## config.mk

```make
export PLATFORM = sky130hd
export DESIGN_NAME = vrf_lane_addr_gen
export DESIGN_NICKNAME = d
export VERILOG_FILES = /design/src/rtl/vrf_lane_addr_gen.sv
export SDC_FILE = /design/constraint.sdc
export NUM_CORES = 1
export LEC_CHECK = 0
export CORE_MARGIN = 4
export CORE_UTILIZATION = 30
export DETAILED_ROUTE_END_ITERATION = 8
export PLACE_DENSITY = 0.54
export SLEW_MARGIN = 30
export SYNTH_ARGS = -nofsm -noshare
export SYNTH_HDL_FRONTEND = slang
export SYNTH_SLANG_ARGS = --single-unit
```

## constraint.sdc

```tcl
create_clock -name clk_i -period 4.2 [get_ports clk_i]
set_clock_uncertainty 0.1 [all_clocks]
set_input_delay 0.84 -clock clk_i [delete_from_list [all_inputs] [get_ports clk_i]]
set_output_delay 0.84 -clock clk_i [all_outputs]
set_load 0.01 [all_outputs]
```

## src/rtl/vrf_lane_addr_gen.sv

```systemverilog
// Per-lane VRF access sequencer: one vector-register request in, one bank/address/strobe beat per cycle out.
// Optional macro VRF_BANK_SWIZZLE_EN offsets the bank id by the base register to spread operands across banks.
module vrf_lane_addr_gen #(
  parameter int unsigned NrLane        = 2,
  parameter int unsigned LaneId        = 0,
  parameter int unsigned VLEN          = 1024,
  parameter int unsigned VRFWordWidth  = 64,
  parameter int unsigned NrBank        = 8,
  parameter int unsigned VLWidth       = $clog2(VLEN + 1),
  parameter int unsigned VRFWordWidthB = VRFWordWidth / 8,
  parameter int unsigned BankW         = $clog2(NrBank),
  parameter int unsigned BankAddrW     = $clog2(VLEN * 32 / NrLane / VRFWordWidth / NrBank)
) (
  input  logic                     clk_i,
  input  logic                     rst_ni,
  input  logic                     req_valid_i,
  output logic                     req_ready_o,
  input  logic [4:0]               req_vreg_i,
  input  logic [1:0]               req_vew_i,
  input  logic [VLWidth-1:0]       req_vl_i,
  input  logic [VLWidth-1:0]       req_vstart_i,
  output logic                     addr_valid_o,
  input  logic                     addr_ready_i,
  output logic [BankW-1:0]         addr_bank_o,
  output logic [BankAddrW-1:0]     addr_bank_addr_o,
  output logic [VRFWordWidthB-1:0] addr_strb_o,
  output logic                     addr_last_o,
  output logic                     done_o,
  output logic                     busy_o
);

  localparam int unsigned LaneShift = $clog2(NrLane);
  localparam int unsigned SumW      = VLWidth + 1;
  localparam int unsigned ByteW     = SumW + 3;
  localparam int unsigned OffW      = $clog2(VRFWordWidthB);
  localparam int unsigned WordIdxW  = ByteW - OffW;
  localparam int unsigned RegShift  = $clog2(VLEN / NrLane / VRFWordWidth);
  localparam int unsigned WordAddrW = BankW + BankAddrW;
  localparam logic [VRFWordWidthB-1:0] AllOnes = '1;

  typedef enum logic [1:0] {IDLE, GEN, EMPTY} state_e;

  state_e                   state_q, state_d;
  logic                     req_ready_q, req_ready_d;
  logic                     busy_q, busy_d;
  logic                     addr_valid_q, addr_valid_d;
  logic [BankW-1:0]         bank_q, bank_d;
  logic [BankAddrW-1:0]     bank_addr_q, bank_addr_d;
  logic [VRFWordWidthB-1:0] strb_q, strb_d;
  logic                     last_q, last_d;
  logic [WordIdxW-1:0]      word_q, word_d;
  logic [WordIdxW-1:0]      last_word_q, last_word_d;
  logic [4:0]               vreg_q, vreg_d;
  logic [OffW-1:0]          eofs_q, eofs_d;

  logic [SumW-1:0]          lane_vstart_c, lane_vl_c;
  logic [ByteW-1:0]         start_byte_c, end_byte_c, end_m1_c;
  logic                     empty_c;
  logic [WordIdxW-1:0]      first_word_c, last_word_c;

  logic [WordIdxW-1:0]      beat_word_c;
  logic [4:0]               beat_vreg_c;
  logic                     beat_first_c, beat_last_c;
  logic [OffW-1:0]          beat_sofs_c, beat_eofs_c;
  logic [WordAddrW-1:0]     beat_waddr_c;
  logic [BankW-1:0]         beat_bank_c;
  logic [BankAddrW-1:0]     beat_bank_addr_c;
  logic [VRFWordWidthB-1:0] beat_strb_c;

  // Share of the request owned by this lane, as a byte range within the lane's register slice
  always_comb begin
    lane_vstart_c = (SumW'(req_vstart_i) + SumW'(NrLane - 1 - LaneId)) >> LaneShift;
    lane_vl_c     = (SumW'(req_vl_i) + SumW'(NrLane - 1 - LaneId)) >> LaneShift;
    empty_c       = lane_vstart_c >= lane_vl_c;
    start_byte_c  = ByteW'(lane_vstart_c) << req_vew_i;
    end_byte_c    = ByteW'(lane_vl_c) << req_vew_i;
    end_m1_c      = end_byte_c - ByteW'(1);
    first_word_c  = start_byte_c[ByteW-1:OffW];
    last_word_c   = end_m1_c[ByteW-1:OffW];
  end

  // Next beat to present: the first word on acceptance, otherwise the word after the current one
  always_comb begin
    if (state_q == IDLE) begin
      beat_word_c  = first_word_c;
      beat_vreg_c  = req_vreg_i;
      beat_first_c = 1'b1;
      beat_sofs_c  = start_byte_c[OffW-1:0];
      beat_last_c  = (first_word_c == last_word_c);
      beat_eofs_c  = end_m1_c[OffW-1:0];
    end else begin
      beat_word_c  = word_q + WordIdxW'(1);
      beat_vreg_c  = vreg_q;
      beat_first_c = 1'b0;
      beat_sofs_c  = '0;
      beat_last_c  = (beat_word_c == last_word_q);
      beat_eofs_c  = eofs_q;
    end
    // Truncation to WordAddrW bits wraps register groups past v31 around the slice
    beat_waddr_c     = (WordAddrW'(beat_vreg_c) << RegShift) + WordAddrW'(beat_word_c);
    beat_bank_addr_c = beat_waddr_c[WordAddrW-1:BankW];
`ifdef VRF_BANK_SWIZZLE_EN
    beat_bank_c      = beat_waddr_c[BankW-1:0] + BankW'(beat_vreg_c);
`else
    beat_bank_c      = beat_waddr_c[BankW-1:0];
`endif
    beat_strb_c = AllOnes;
    if (beat_first_c) beat_strb_c = beat_strb_c & (AllOnes << beat_sofs_c);
    if (beat_last_c)  beat_strb_c = beat_strb_c & (AllOnes >> (OffW'(VRFWordWidthB - 1) - beat_eofs_c));
  end

  // Next-state and registered outputs
  always_comb begin
    state_d      = state_q;
    req_ready_d  = req_ready_q;
    busy_d       = busy_q;
    addr_valid_d = addr_valid_q;
    bank_d       = bank_q;
    bank_addr_d  = bank_addr_q;
    strb_d       = strb_q;
    last_d       = last_q;
    word_d       = word_q;
    last_word_d  = last_word_q;
    vreg_d       = vreg_q;
    eofs_d       = eofs_q;
    unique case (state_q)
      IDLE: begin
        if (req_valid_i) begin
          req_ready_d = 1'b0;
          if (empty_c) begin
            state_d = EMPTY;
          end else begin
            state_d      = GEN;
            busy_d       = 1'b1;
            word_d       = first_word_c;
            last_word_d  = last_word_c;
            vreg_d       = req_vreg_i;
            eofs_d       = end_m1_c[OffW-1:0];
            addr_valid_d = 1'b1;
            bank_d       = beat_bank_c;
            bank_addr_d  = beat_bank_addr_c;
            strb_d       = beat_strb_c;
            last_d       = beat_last_c;
          end
        end
      end
      GEN: begin
        if (addr_ready_i) begin
          if (last_q) begin
            state_d      = IDLE;
            req_ready_d  = 1'b1;
            busy_d       = 1'b0;
            addr_valid_d = 1'b0;
            last_d       = 1'b0;
          end else begin
            word_d      = beat_word_c;
            bank_d      = beat_bank_c;
            bank_addr_d = beat_bank_addr_c;
            strb_d      = beat_strb_c;
            last_d      = beat_last_c;
          end
        end
      end
      EMPTY: begin
        state_d     = IDLE;
        req_ready_d = 1'b1;
      end
      default: begin
        state_d     = IDLE;
        req_ready_d = 1'b1;
      end
    endcase
  end

  always_ff @(posedge clk_i or negedge rst_ni) begin
    if (!rst_ni) begin
      state_q      <= IDLE;
      req_ready_q  <= 1'b1;
      busy_q       <= 1'b0;
      addr_valid_q <= 1'b0;
      bank_q       <= '0;
      bank_addr_q  <= '0;
      strb_q       <= '0;
      last_q       <= 1'b0;
      word_q       <= '0;
      last_word_q  <= '0;
      vreg_q       <= '0;
      eofs_q       <= '0;
    end else begin
      state_q      <= state_d;
      req_ready_q  <= req_ready_d;
      busy_q       <= busy_d;
      addr_valid_q <= addr_valid_d;
      bank_q       <= bank_d;
      bank_addr_q  <= bank_addr_d;
      strb_q       <= strb_d;
      last_q       <= last_d;
      word_q       <= word_d;
      last_word_q  <= last_word_d;
      vreg_q       <= vreg_d;
      eofs_q       <= eofs_d;
    end
  end

  assign req_ready_o      = req_ready_q;
  assign busy_o           = busy_q;
  assign addr_valid_o     = addr_valid_q;
  assign addr_bank_o      = bank_q;
  assign addr_bank_addr_o = bank_addr_q;
  assign addr_strb_o      = strb_q;
  assign addr_last_o      = last_q;
  // Completion coincides with the last-beat handshake, so it cannot wait for a register stage
  assign done_o = (state_q == EMPTY) | (addr_valid_q & addr_ready_i & last_q);

endmodule
```

* Word-level counts from Yosys, hierarchy flattened
Index checks and enable logic that the tools add are counted.
W data, S select, Z words.
** Operators by class
- Reduce and logical (&&, ||, !) cells :: 7
- Add/subtract/negate cells :: 6
- Bitwise gates (word level) :: 5
- $lt $le $gt $ge :: 1
- Divide/modulo/power cells :: 0
- Multiply operators :: 0
- Shifts and indexed selects :: 4
- Eq/ne operators :: 9
- Muxes and demuxes :: 47
** Operators with widths (count)
- $mux W12 :: 5
- $mux W8 :: 6
- $shl A11 B2 Y15 :: 2
- $mux W5 :: 5
- $add A11 B1 Y12 const B :: 2
- $eq A12 B12 Y1 :: 2
- $pmux W12 S2 :: 1
- $mux W3 :: 6
- $pmux W8 S2 :: 1
- $sub A15 B1 Y15 const B :: 1
- $mux W1 :: 13
- $add A12 B1 Y12 const B :: 1
- $ge A11 B11 Y1 :: 1
- $ne A2 B2 Y1 const B :: 5
- $pmux W5 S2 :: 1
- $reduce_and A5 Y1 :: 2
- $add A8 B8 Y8 :: 1
- $and A8 B8 Y8 :: 1
- $mux W2 :: 4
- $shl A8 B3 Y8 const A :: 1
- $shr A8 B3 Y8 const A :: 1
- $pmux W1 S2 :: 3
- $pmux W3 S2 :: 1
- $reduce_and A3 Y1 :: 2
- other kinds (10) :: 11
** Word-level totals
- Memories kept :: 0
- Bits of input ports :: 33
- Bits in registers :: 53
- RAM bits :: 0
- Word-level logic and storage cells :: 90
- Bits in read-only memories :: 0
- Output and inout port bits :: 21
- Bits in latches :: 0

* Longest topological paths before layout
Gate-level depths: netlist (run 1).
- Depth in word-level cells :: 11
- Mapped depth :: 17
- Mapped depth without buffers :: 14

* Worst setup path before layout (run 1)
OpenSTA, ideal clock, no wires.
- Path kind :: input to register
- Start :: in req_vew_i[1]
- End :: reg strb_q[2] (netlist: addr_strb_o[2])
- Library setup time :: 0.151 ns
- Required time :: 3.949 ns
- Arrival time :: 4.289 ns
- Path slack :: -0.341 ns
- Stages on the path :: 16
- Cells stage by stage :: clkbuf_1 -> buf_1 -> clkbuf_1 -> buf_1 -> nor2_1 -> nand2_1 -> ha_1 -> o21ai_0 -> or4_4 -> nor4_2 -> nand3_1 -> a211oi_2 -> o2111ai_1 -> nor4_2 -> nand2b_2 -> a41oi_1
** Between the ends
- Longest elaborated chain between the ends :: 10
- Elaborated cells on any way between the ends :: 18
- Classes of those cells :: 2 x add/sub; 1 x eq/ne; 4 x shift; 10 x mux; 1 x bitwise
** RTL lines
- start: declaration :: line 19 : input logic [1:0] req_vew_i,
- $shl A11 B2 Y15 * :: line 76 : end_byte_c = ByteW'(lane_vl_c) << req_vew_i;
- $sub A15 B1 Y15 * :: line 77 : end_m1_c = end_byte_c - ByteW'(1);
- named net end_m1_c[0] :: line 57 : logic [ByteW-1:0] start_byte_c, end_byte_c, end_m1_c;
- $mux W3 * :: line 84 : if (state_q == IDLE) begin
- $sub A3 B3 Y3 * :: line 109 : if (beat_last_c) beat_strb_c = beat_strb_c & (AllOnes >> (OffW'(VRFWordWidthB - 1) - beat_eofs_c));
- $shr A8 B3 Y8 * :: line 109
- $and A8 B8 Y8 * :: line 109
- $mux W8 * :: line 109
- $mux W8, on equally long branches :: line 149, 130
- $mux W8, on equally long branches :: line 148, 128
- $pmux W8 S2 * :: line 126 : unique case (state_q)
- end signal: assignment :: line 196 : strb_q <= strb_d;
- end: declaration :: line 49 : logic [VRFWordWidthB-1:0] strb_q, strb_d;
The timed path passes the listed nets; every way through them passes the cells marked *. The select of a mux whose other input is x is not followed.
A chain may end at the register's enable or synchronous reset.

* Worst setup path after layout (run 1)
- Start :: in req_vl_i[1]
- End :: reg strb_q[6] (netlist: addr_strb_o[6])
** Between the ends
- Longest elaborated chain between the ends :: 11
- Elaborated cells on any way between the ends :: 18
- Classes of those cells :: 3 x add/sub; 1 x order compare; 2 x eq/ne; 2 x shift; 8 x mux; 1 x bitwise; 1 x reduce/logical
** RTL lines
- start: declaration :: line 20 : input logic [VLWidth-1:0] req_vl_i,
- $add A11 B1 Y12 * :: line 73 : lane_vl_c = (SumW'(req_vl_i) + SumW'(NrLane - 1 - LaneId)) >> LaneShift;
- $shl A11 B2 Y15 :: line 76
- $sub A15 B1 Y15 :: line 77
- $mux W3 :: line 84
- $sub A3 B3 Y3 :: line 109
- $shr A8 B3 Y8 :: line 109
- $and A8 B8 Y8 :: line 109
- $mux W8 :: line 109
- $mux W8, on equally long branches :: line 149, 130
- $mux W8, on equally long branches :: line 148, 128
- $pmux W8 S2 :: line 126
Every way passes the cells marked *; elsewhere a longest branch is shown, timed or not. The select of a mux whose other input is x is not followed.

==> metrics.md, run 1 <==
| Metric | Value |
|---|---|
| Run status | `finished clean` |
| Post-route ant nets | `0` |
| #FFs+latches synth | `53` |
| Clock Sink Count | `53` |
| IO Port Bufs | `53` |
| Ys async rst share | `100%` |
| Cts hold-fix bufs | `0` |
| # setup viols final | `0` |
| Crit path capture type | `register` |
| First-pass GRT wire length | `around 30000 µm` |
| Initial antenna violation count | `0` |
| Final Slew Violations | `0` |
| Slew headroom | `63.8%` |
| Top cells by area, synth | `dfrtp_1 24%, nand2_1 5.9%, xnor2_1 4.8%, xor2_1 4.3%, a21oi_1 4.3%` |
| Crit path kind | `primary input to register` |
| Clock Latency Late Sink | `0.29 ns` |
| Die area | `roughly 0.02 mm²` |
| Mapped Area | `0.00544 mm²` |
| Max Fclk | `243 MHz` |
| Unique cell type count in the Yosys netlist | `90` |
| Switch share | `40.2%` |
| NumNets Final | `967` |
| Seq/Total Area, Yosys | `between 20% and 30%` |
| Wire length per cell | `approximately 16 µm` |
| Mapped Nets | `744` |
| Psw | `1.41 mW` |
| Initial DRC Count | `282` |
| Largest net degree at the start of global routing | `39` |
| Leak | `3.58 nW` |
| FILL cells | `approximately 1800` |
| # DRC | `0` |
| Post-Synthesis Cells | `696` |
| Max_cap viols | `0` |
| Area Overhead vs Synth | `50.0%` |
| Critical Path AT | `4.19 ns` |
| Final WL | `approximately 18000 µm` |
| CTS Root Cell | `clkbuf_16` |
| Sequential share of power | `a little over a quarter` |
| Ys flop type | `dfrtp_1` |
| GP Congestion | `between 0.8 and 0.9` |
| Die width | `143 µm` |
| Final setup TNS | `0 ns` |
| Initial Util | `between 30% and 40%` |
| Clock power frac | `roughly 14%` |
| Power density over the cells | `428 mW/mm²` |
| Die Y | `143 µm` |
| Yosys synthesis warning count | `0` |
| Fraction of layout cells with a size suffix above 1 | `33.9%` |
| Least-Margin Pin Slew | `0.538 ns` |
| TritonCTS clock tree | `built` |
| Final Core Density | `between 40% and 50%` |
| Vias in the first global route | `around 5800` |
| EDFF count, synth | `0` |
| # IOs | `54` |
| Cell taking the most area after synthesis | `dfrtp_1` |
| Total Routing Usage GR | `17.5%` |
| TritonCTS Buffers | `5` |
| Worst-path clk slew | `0.07 ns` |
| Worst-case clock buffer depth | `2` |
| Worst setup SP type | `primary input` |
| Via count | `5997` |
| Overflow after GRT | `0` |
| Max VDD drop | `0.000405 V` |
| Worst min-delay path category | `register to register` |
| Fin. Hold Viols | `0` |
| Core area | `0.0175 mm²` |
| Half-perimeter wire length after placement | `14300 µm` |
| Avg Vias per Cell | `5.24` |
| Syn Area/Cell | `7.82 µm²` |
| Max Fanout on Critical Path | `4` |
| Comb pwr share | `roughly three fifths` |
| Site Rows | `48` |
| Yosys top cell area share | `a little under a quarter` |
| WP data required | `between 4 and 5 ns` |
| Diodes inserted | `0` |
| CTS H-tree depth | `2` |
| Drt first pass iters | `5` |
| Final min period | `around 4.1 ns` |
| Pint | `2.09 mW` |
| Ratio of final minimum period to clock period | `98.0%` |
==> routing by layer <==
layer  vias up  track usage [%]  wire length (µm)
li1       2998                -                 -
met1      2850             25.1              8710
met2       130             28.5              8440
met3        19             1.44               616
met4         0             4.65               346
met5         -                0                 0
==> kinds of logic after synthesis <==
family / share of synthesized area, %
buf+inv: 5.01
mux: 5.17
xor+xnor: 10.7
fa+ha+maj: 3.95
compound gates: 24.8
flops: 24.4
simple gates: 26.0
==> final cells by class <==
type,instances,area (µm²),area share [%]
Multi-Input combinational cell,583,4200,51.4
Timing Repair Buffer,259,2120,26.0
Sequential cell,53,1330,16.3
Tap cell,225,282,3.45
Clock buffer,7,143,1.75
Inverter,17,63.8,0.782
Clock inverter,1,30.0,0.368
==> critical path, cell delays in order <==
cell,delay [ns]
buf_2,0.12
ha_4,0.16
xor2_2,0.16
mux2i_2,0.22
buf_4,0.16
buf_4,0.10
buf_4,0.10
o21ai_2,0.06
or4_4,0.49
a31oi_4,0.19
o221ai_1,0.13
a211oi_1,0.18
or4b_4,0.50
nor4_4,0.30
buf_4,0.16
buf_4,0.10
o22a_1,0.15
o2bb2ai_1,0.08
==> stage by stage <==
step | setup slack (ns) | power, mW | std cells | hold slack [ns] | cell area, µm²
6_report | 0.0837 | 3.50 | 1145 | 0.376 | 8160
5_1_grt | -0.0368 | 3.79 | 1145 | 0.399 | 8160
4_1_cts | 0.00531 | 3.47 | 1140 | 0.381 | 7840
3_5_place_dp | -0.692 | 2.95 | 1128 | 0.363 | 7580
3_3_place_gp | -0.679 | 2.92 | 1128 | 0.360 | 7580
2_1_floorplan | 0.0148 | 2.14 | 696 | 0.346 | 5470
==> final timing paths <==
check	start	end	depth (start not counted)	slack, ns
setup / recovery	req_vl_i[1]	addr_strb_o[6]$_DFFE_PN0P_	18	0.08
hold / removal	vreg_q[3]$_DFFE_PN0P_	vreg_q[3]$_DFFE_PN0P_	2	0.38
setup reg to reg	state_q[0]$_DFFE_PN0P_	addr_strb_o[6]$_DFFE_PN0P_	10	1.02
hold reg to reg	vreg_q[3]$_DFFE_PN0P_	vreg_q[3]$_DFFE_PN0P_	2	0.38
max in group asynchronous	rst_ni	word_q[2]$_DFFE_PN0P_	2	2.97
min in group asynchronous	rst_ni	addr_strb_o[3]$_DFFE_PN0P_	1	0.41
==> layout by cell type, fill, tap and decap left out, drive strengths merged, types with 10 or more instances in the layout <==
| cell type | synthesis | routed |
|---|---|---|
| dfrtp | 52 | 52 |
| a21oi | 47 | 47 |
| nor4 | 10 | 10 |
| clkdlybuf4s50 | 0 | 37 |
| a31oi | 13 | 13 |
| nor2 | 58 | 58 |
| o21ai | 48 | 48 |
| and3 | 16 | 16 |
| xnor2 | 31 | 31 |
| ha | 14 | 14 |
| mux2 | 12 | 12 |
| mux2i | 12 | 12 |
| dlymetal6s2s | 0 | 10 |
| xor2 | 29 | 29 |
| nand2 | 87 | 87 |
| nor3 | 24 | 24 |
| buf | 24 | 210 |
| nand3 | 36 | 36 |
| inv | 17 | 17 |
==> power by group through the flow <==
stage          clock [mW]  sequential (mW)  combinational (mW)
2_1_floorplan           0            0.946                1.19
3_3_place_gp            0            0.959                1.97
3_5_place_dp            0            0.964                1.99
4_1_cts             0.499            0.956                2.02
5_1_grt             0.515            0.992                2.28
6_report            0.484            0.956                2.06
==> Yosys cell counts, drive strengths merged (3+ instances only) <==
cell / number
nor4: 10
o31ai: 4
o21ai: 48
o22ai: 4
xnor2: 31
xor2: 29
and4: 4
a32o: 3
nand3: 36
and2: 6
a31oi: 13
o2111ai: 3
mux2: 12
dfrtp: 52
clkbuf: 19
o211ai: 5
a211oi: 8
nand2: 87
a221o: 3
or3: 8
ha: 14
a221oi: 3
a211o: 3
or2: 5
mux2i: 12
nand4: 4
nand2b: 9
nor3: 24
o21a: 6
buf: 24
a32oi: 4
nor2b: 5
and3: 16
inv: 17
a2bb2oi: 3
or4: 4
a41oi: 3
a21o: 8
o221ai: 3
a21oi: 47
nor2: 58
==> flip-flops by register name (all words and copies together) (netlist names) <==
| name | flops |
|---|---|
| addr_bank_addr_o | 5 |
| addr_bank_o | 3 |
| addr_last_o | 1 |
| addr_strb_o | 8 |
| addr_valid_o | 1 |
| eofs_q | 3 |
| last_word_q | 12 |
| req_ready_o | 1 |
| state_q | 2 |
| vreg_q | 5 |
| word_q | 12 |
==> repair_timing <==
item | in CTS | in global routing
setup endpoints to repair | 33 | 46
resized for setup | 25 | 65
pin swaps | 12 | 19
setup buffers | 4 | 5
(Power assumes the default switching activity.)
==> run 2: changes to the inputs <==
--- a/config.mk
+++ b/config.mk
@@ -9,6 +9,7 @@
 export CORE_UTILIZATION = 30
 export DETAILED_ROUTE_END_ITERATION = 8
 export PLACE_DENSITY = 0.54
+export RECOVER_POWER = 25
 export SLEW_MARGIN = 30
 export SYNTH_ARGS = -nofsm -noshare
 export SYNTH_HDL_FRONTEND = slang
==> run 2 against run 1 <==
Against the previous run:
- the run now ends with max-capacitance violations, max-slew violations left
- register-to-register slack about the same
- power about the same
- fmax hardly changed
- cell count stayed put
- sequential cell count is the same
- worst setup slack is essentially flat
- clock power about the same
- non-clock buffer count unchanged
- sequential power hardly changed
- combinational power about the same
- via count rose by 0.23%
- critical path type unchanged
==> metrics.md, run 2 (synthesis results as in run 1) <==
| Metric | Value |
|---|---|
| GP Congestion | `around 0.86` |
| Diodes inserted | `0` |
| Fraction of layout cells with a size suffix above 1 | `between 30 and 40%` |
| FILL cells | `1766` |
| Total Routing Usage GR | `~18%` |
| Fin. Hold Viols | `0` |
| Crit path kind | `primary input to register` |
| Final setup TNS | `0 ns` |
| Clock Latency Late Sink | `0.29 ns` |
| Max Fanout on Critical Path | `4` |
| TritonCTS clock tree | `built` |
| Critical Path AT | `approximately 4.2 ns` |
| Final min period | `4.12 ns` |
| Vias in the first global route | `between 5000 and 6000` |
| Overflow after GRT | `0` |
| Largest net degree at the start of global routing | `39` |
| Failing checks | `max-capacitance violations, max-slew violations` |
| Drt first pass iters | `5` |
| Final worst slack | `0.0833 ns` |
| TritonCTS Buffers | `5` |
| Core area | `0.0175 mm²` |
| Crit-path cells | `buf_2 > ha_4 > xor2_2 > mux2i_2 > buf_4 > buf_4 > buf_4 > o21ai_2 > or4_4 > a31oi_4 > o221ai_1 > a211oi_1 > or4b_4 > nor4_4 > buf_4 > buf_4 > o22a_1 > o2bb2ai_1` |
| Final Core Density | `46.5%` |
| WP data required | `4.28 ns` |
| Largest stage delay on the critical path | `0.50 ns` |
| CTS H-tree depth | `2` |
| Final WL | `18100 µm` |
| Via count | `6011` |
| Least-Margin Pin Slew | `2.06 ns` |
| Leak | `3.58 nW` |
| Run status | `complete, but fails checks` |
| Ratio of final minimum period to clock period | `98.0%` |
| Die area | `0.0204 mm²` |
| # IOs | `54` |
| Worst-path clk slew | `0.07 ns` |
| Max VDD drop | `0.000406 V` |
| Buf/Inv on CP | `6` |
| Wire length per cell | `15.8 µm` |
| Max Fclk | `between 200 and 250 MHz` |
| Most common cell after layout, fill and taps aside | `buf_4` |
| Slew headroom | `-37.1%` |
| NumNets Final | `967` |
| Worst-case clock buffer depth | `2` |
| Final Slew Violations | `39` |
| Initial DRC Count | `282` |
| Post-Layout Cell Count | `1145` |
| Cell mode on critical path | `buf_4` |
| Area Overhead vs Synth | `49.9%` |
| # DRC | `0` |
| Site Rows | `48` |
| Avg Vias per Cell | `5.25` |
| Cell Count Post-Placement | `1128` |
| Clock Sink Count | `53` |
| Crit path capture type | `register` |
| Post-route ant nets | `0` |
| Die width | `143 µm` |
| # setup viols final | `0` |
| First-pass GRT wire length | `29600 µm` |
| Half-perimeter wire length after placement | `14300 µm` |
| Crit-path leading delay family | `simple AND/OR/NAND/NOR gates` |
| IO Port Bufs | `53` |
| Power density over the cells | `approximately 430 mW/mm²` |
| Worst setup SP type | `primary input` |
| Dpl ws | `-0.692 ns` |
| Max_cap viols | `1` |
| Initial Util | `around 31%` |
| Slowest library cell on the worst path | `or4b_4` |
| Die Y | `roughly 140 µm` |
| Hold_ws | `0.376 ns` |
| Most frequent cells in the layout | `201 x buf_4, 85 x nand2_1, 54 x nor2_1, 52 x dfrtp_1, 46 x a21oi_1` |
| Initial antenna violation count | `0` |
| CTS Root Cell | `clkbuf_16` |
| Worst min-delay path category | `register to register` |
[run 2: tightest hold or removal path, stage by stage, from the launching register on]
cell	delay, ns
dfrtp_1	0.34
nand2_1	0.05
nand2_1	0.05
[run 2: worst paths after layout]
path                                             start                         end  slack [ns]  cells past startpoint
worst max-delay path                       req_vl_i[1]  addr_strb_o[6]$_DFFE_PN0P_        0.08                     18
worst min-delay path             vreg_q[3]$_DFFE_PN0P_       vreg_q[3]$_DFFE_PN0P_        0.38                      2
worst max register to register  state_q[0]$_DFFE_PN0P_  addr_strb_o[6]$_DFFE_PN0P_        1.02                     10
worst min register to register   vreg_q[3]$_DFFE_PN0P_       vreg_q[3]$_DFFE_PN0P_        0.38                      2
max in group asynchronous                       rst_ni       vreg_q[3]$_DFFE_PN0P_        1.79                      1
min in group asynchronous                       rst_ni  addr_strb_o[3]$_DFFE_PN0P_        1.03                      1
[run 2: layout make-up]
| type | count | area [µm²] | area share, % |
|---|---|---|---|
| flip-flops and latches | 53 | 1330 | 16.3 |
| repair buffers | 259 | 2120 | 25.9 |
| clock inverters | 1 | 30.0 | 0.368 |
| clock buffers | 7 | 143 | 1.75 |
| multi-input cells | 583 | 4200 | 51.4 |
| well taps | 225 | 282 | 3.45 |
| inverters | 17 | 63.8 | 0.782 |
[run 2: report_power, final]
group          switching, mW  internal (mW)
Clock                  0.187          0.298
Combinational           1.01           1.04
Sequential             0.206          0.750
Total                   1.41           2.09
[run 2: metrics by stage]
stage / instance area, µm² / total power [mW]
detailed placement: 7580 / 2.95
global route: 8160 / 3.78
finish: 8160 / 3.50
floorplan: 5470 / 2.14
global placement: 7580 / 2.92
CTS: 7840 / 3.47
[run 2: repair_timing]
item	in CTS	in global routing
resized for setup	25	65
buffers inserted	4	5
hold buffers	0	0
hold endpoints to repair	0	0
pin swaps	12	19
setup endpoints to repair	33	46
cloned	0	0
[run 2: metal layers]
| layer | wire [µm] | track usage (%) | vias to the layer above |
|---|---|---|---|
| li1 | - | - | 3003 |
| met1 | 8620 | 25.1 | 2851 |
| met2 | 8470 | 28.5 | 138 |
| met3 | 657 | 1.44 | 19 |
| met4 | 346 | 4.65 | 0 |
| met5 | 0 | 0 | - |
